<file path="src/rtl/gpr_scoreboard_rf.sv">
// Register file with per-register busy scoreboard: two async read ports, one sync write port, r0 = 0.
// Optional write-to-read forwarding is enabled by defining GPR_BYPASS_EN.
module gpr_scoreboard_rf #(
    parameter int DATA_W = 32,
    parameter int ADDR_W = 5
) (
    input  logic              clk,
    input  logic              rst,
    input  logic [ADDR_W-1:0] rd_addr1,
    output logic [DATA_W-1:0] rd_data1,
    output logic              rd_busy1,
    input  logic [ADDR_W-1:0] rd_addr2,
    output logic [DATA_W-1:0] rd_data2,
    output logic              rd_busy2,
    input  logic              wr_en,
    input  logic [ADDR_W-1:0] wr_addr,
    input  logic [DATA_W-1:0] wr_data,
    input  logic              rsv_en,
    input  logic [ADDR_W-1:0] rsv_addr,
    output logic              rsv_conflict,
    input  logic              flush,
    output logic [ADDR_W:0]   busy_cnt
);

    localparam int unsigned DEPTH = 2 ** ADDR_W;

    logic [DATA_W-1:0] regs [DEPTH];
    logic [DEPTH-1:0]  busy;
    logic [DEPTH-1:0]  busyNext;
    logic [ADDR_W:0]   cntNext;
    logic              conflict;
    logic              rsvGrant;

    // A writeback to the reserved register frees it in the same cycle, so it is not a conflict.
    always_comb begin
        conflict = rsv_en & busy[rsv_addr] & ~(wr_en & (wr_addr == rsv_addr)) & (rsv_addr != '0);
        rsvGrant = rsv_en & ~conflict & (rsv_addr != '0) & ~flush;
    end

    assign rsv_conflict = conflict & ~rst;

    // Per-entry priority: flush, then reserve, then writeback clear, else hold.
    always_comb begin
        busyNext = busy;
        cntNext  = '0;
        for (int unsigned i = 0; i < DEPTH; i++) begin
            if (flush) begin
                busyNext[i] = 1'b0;
            end else if (rsvGrant && (rsv_addr == ADDR_W'(i))) begin
                busyNext[i] = 1'b1;
            end else if (wr_en && (wr_addr == ADDR_W'(i))) begin
                busyNext[i] = 1'b0;
            end
        end
        busyNext[0] = 1'b0;
        for (int unsigned i = 0; i < DEPTH; i++) begin
            cntNext = cntNext + (ADDR_W + 1)'(busyNext[i]);
        end
    end

    always_ff @(posedge clk or posedge rst) begin
        if (rst) begin
            busy     <= '0;
            busy_cnt <= '0;
        end else begin
            busy     <= busyNext;
            busy_cnt <= cntNext;
        end
    end

    always_ff @(posedge clk or posedge rst) begin
        if (rst) begin
            for (int unsigned i = 0; i < DEPTH; i++) begin
                regs[i] <= '0;
            end
        end else if (wr_en && (wr_addr != '0)) begin
            regs[wr_addr] <= wr_data;
        end
    end

`ifdef GPR_BYPASS_EN
    logic rdHit1;
    logic rdHit2;

    always_comb begin
        rdHit1 = wr_en & (wr_addr == rd_addr1) & (wr_addr != '0);
        rdHit2 = wr_en & (wr_addr == rd_addr2) & (wr_addr != '0);
        rd_data1 = '0;
        rd_busy1 = 1'b0;
        rd_data2 = '0;
        rd_busy2 = 1'b0;
        if (!rst) begin
            rd_data1 = rdHit1 ? wr_data : regs[rd_addr1];
            rd_busy1 = rdHit1 ? 1'b0    : busy[rd_addr1];
            rd_data2 = rdHit2 ? wr_data : regs[rd_addr2];
            rd_busy2 = rdHit2 ? 1'b0    : busy[rd_addr2];
        end
    end
`else
    always_comb begin
        rd_data1 = '0;
        rd_busy1 = 1'b0;
        rd_data2 = '0;
        rd_busy2 = 1'b0;
        if (!rst) begin
            rd_data1 = regs[rd_addr1];
            rd_busy1 = busy[rd_addr1];
            rd_data2 = regs[rd_addr2];
            rd_busy2 = busy[rd_addr2];
        end
    end
`endif

endmodule

</file>
<file path="config.mk">
export PLATFORM = sky130hd
export DESIGN_NAME = gpr_scoreboard_rf
export DESIGN_NICKNAME = d
export VERILOG_FILES = /design/src/rtl/gpr_scoreboard_rf.sv
export SDC_FILE = /design/constraint.sdc
export NUM_CORES = 2
export LEC_CHECK = 0
export BUFFER_PORTS_ARGS = -buffer_cell sky130_fd_sc_hd__buf_2
export CORE_ASPECT_RATIO = 1.5
export CORE_MARGIN = 2
export CORE_UTILIZATION = 55
export CTS_CLUSTER_SIZE = 28
export DETAILED_ROUTE_END_ITERATION = 10
export GPL_TIMING_DRIVEN = 1
export HOLD_SLACK_MARGIN = 0.15
export PLACE_DENSITY = 0.78
export SLEW_MARGIN = 20
export SYNTH_ARGS = -nofsm -noshare
export SYNTH_HDL_FRONTEND = slang
export SYNTH_SLANG_ARGS = --single-unit
</file>
<file path="constraint.sdc">
create_clock -name clk -period 44.9 [get_ports clk]
set_clock_uncertainty 0.1 [all_clocks]
set_input_delay 8.98 -clock clk [delete_from_list [all_inputs] [get_ports clk]]
set_output_delay 8.98 -clock clk [all_outputs]
set_load 0.005 [all_outputs]
</file>
==> out/results.tsv <==
metric	value	unit
Max-Cap Viols	0	
vias in the first global route	35750	
slowest stage delay, CP	0.79	ns
# clock sinks	1061	
worst-path fanout max	74	
Final period util	50.84	%
die height	399.3	um
placed inst area	58730	um^2
Top Ports	130	
Clock transition at path regs	0.06	ns
Root Buffer	clkbuf_16	
fin nets	3480	
Hold Violations, Final	0	
Setup Fix Bufs, Post-CTS	0	
RSZ-0062 raised after global routing	false	
H-tree depth	3	
Synth Area per Inst	16.28	um^2
critical path class	primary input to output port	
largest net degree at the start of global routing	173	
Fillers	7627	
Least-Margin Pin Slew	1.125	ns
HP Class	register to register	
Skew-Pair Late Insertion Delay	0.70	ns
routed len/inst	31.97	um
register area share after synthesis	46.35	%
Final setup viols	0	
worst path cell trace	buf_8 -> buf_4 -> buf_4 -> buf_4 -> mux4_2 -> mux4_2 -> mux2i_1 -> nor2_1 -> buf_2	
Clock Power Share	33.8	%
CP Launch Type	primary input	
DRC viols	0	
flops & latches, synth	1061	
I/O Buffers	129	
DRT Pass-1 Iters	7	
Final min period	22.83	ns
clock buffer depth	3	
gp weighted congestion	0.8082	
CTS tree	yes	
Sw Ratio	26.28	%
fin worst setup slack	22.07	ns
warnings from Yosys	0	
Num CTS Buffers	105	
synth cell count leaders	dfrtp_1, mux2_2, mux4_2, clkbuf_1, buf_2	
drt total wl	156.1	mm
Worst EP required	35.82	ns
Post-DRT Antenna Nets	0	
grt ovf	0	
Logic pwr share	20.4	%
CP delay by family, top	buffers and inverters	
cell area after layout	62400	um^2
Static Leak	26.93	nW
vias per cell	6.963	
Pint	2.023	mW
pre-CTS setup slack	21.87	ns
# hold bufs at CTS	0	
synth top area cells	dfrtp_1, mux4_2, mux2_2	
# rows	145	
f_max	0.04381	GHz
Core Footprint	103800	um^2
total track usage	30.10	%
Setup crit end kind	output port	
status	finished, final reports clean	
Crit-path slowest cell	buf_4	
Power Dens Cells	43.98	nW/um^2
async set-reset flop share out of synthesis	100.0	%
sequential power share	45.9	%
storage element area	26550	um^2
VDD IR max	0.02969	mV
Worst Path Arrival	13.75	ns
hpwl dp	83.84	mm
max_slew headroom	25.01	%
first-pass GRT wire length	234.5	mm
setup TNS	0	ns
most common cell in the netlist	dfrtp_1	
Area Growth Syn to Fin	8.938	%
fin util	60.13	%
DRT iter0 DRCs	3633	
Cell variety after synth	42	
antenna violations before repair	11	
Post-synth EDFFs	0	
Initial Util	55.20	%
crit path launch	rd_addr1[0]	
die area	106800	um^2
Slew Viols, Final	0	
Resized Gates After CTS	0	
switching power	0.7214	mW
Worst Path Buf+Inv	5	
Horiz. Die Dim	267.5	um
via count	33990	
R2R setup slack	38.13	ns
top_reg_cell synth	dfrtp_1	
layout cell share with drive strength beyond 1	59.43	%
cell taking the most area after synthesis	dfrtp_1	
Yosys top cell area share	46.35	%
hold_sp	regs[1017]	
Cells after Synth	3518	
Synth Net Count	3605	
Reg2Reg Launch Point	busy[31]	
most used cell, CP	buf_4	
Mapped Area	57280	um^2
area of the multi-input gates	29160	um^2
area by class of cell:
class	instances	share of cell area, %
Multi-Input combinational cell	2013	46.73
Sequential cell	1061	42.55
Clock buffer	155	5.077
Tap cell	1396	2.799
Timing Repair Buffer	184	1.879
Clock inverter	39	0.7639
Inverter	28	0.1805
Antenna cell	5	0.02005
cell families after synthesis:
logic type / count (synthesis) / synth area share, %
adders and majority gates: 30 / 0.9567
buffers and inverters: 444 / 3.165
muxes: 1732 / 46.87
AOI/OAI and AO/OA: 60 / 0.8388
DFF: 1061 / 46.35
and+or+nand+nor: 183 / 1.693
xor gates and xnor gates: 8 / 0.1223
power by group through the flow:
stage | combinational, mW | clock (mW) | sequential [mW]
final | 0.559 | 0.927 | 1.26
after global routing | 0.594 | 0.978 | 1.28
after CTS | 0.562 | 0.939 | 1.25
after detailed placement | 0.559 | 0 | 1.27
after global placement | 0.544 | 0 | 1.26
after floorplan | 0.450 | 0 | 1.23
stage by stage:
stage,total power [mW],instances,hold WS (ns)
global route,2.852,4878,0.3072
floorplan,1.682,3518,0.3413
detailed placement,1.830,4682,0.2823
global placement,1.800,4682,0.2763
CTS,2.755,4876,0.2966
finish,2.745,4881,0.2971
cell usage in the layout, fill, tap and decap left out, types with 12 or more instances in the layout:
cell	netlist	layout
buf_2	93	118
buf_4	0	54
clkbuf_1	287	17
clkbuf_16	0	107
clkbuf_8	0	31
clkinv_2	0	22
dfrtp_1	1061	1061
fa_1	23	23
inv_1	28	27
mux2_2	993	993
mux2i_1	78	78
mux4_2	661	661
nand2_1	20	12
nand3b_1	20	20
nor2_1	85	72
nor2_4	0	13
o31a_1	16	16
o31ai_1	31	31
or3b_2	17	17
per-layer routing:
metal  part of all wire, %  GRT usage (%)  up-vias
met4                   4.6          13.63       12
met1                    39          40.51    18690
li1                      -              -    13420
met2                    49          48.67     1483
met3                   7.7          4.973      377
met5                 0.054              0        -
state kept, by name (all words and copies together), names as in the netlist:
| signal | flops |
|---|---|
| busy_cnt | 6 |
| regs | 1024 |
| busy | 31 |
path summary, 6_finish.rpt:
path,cells past startpoint,to
max reg2reg,21,busy_cnt[4]
min in group asynchronous,3,regs[739]
max in group asynchronous,6,regs[595]
min,0,regs[1017]
max,9,rd_data1[26]
min reg2reg,0,regs[1017]
Power figures use the tool's default switching activity.
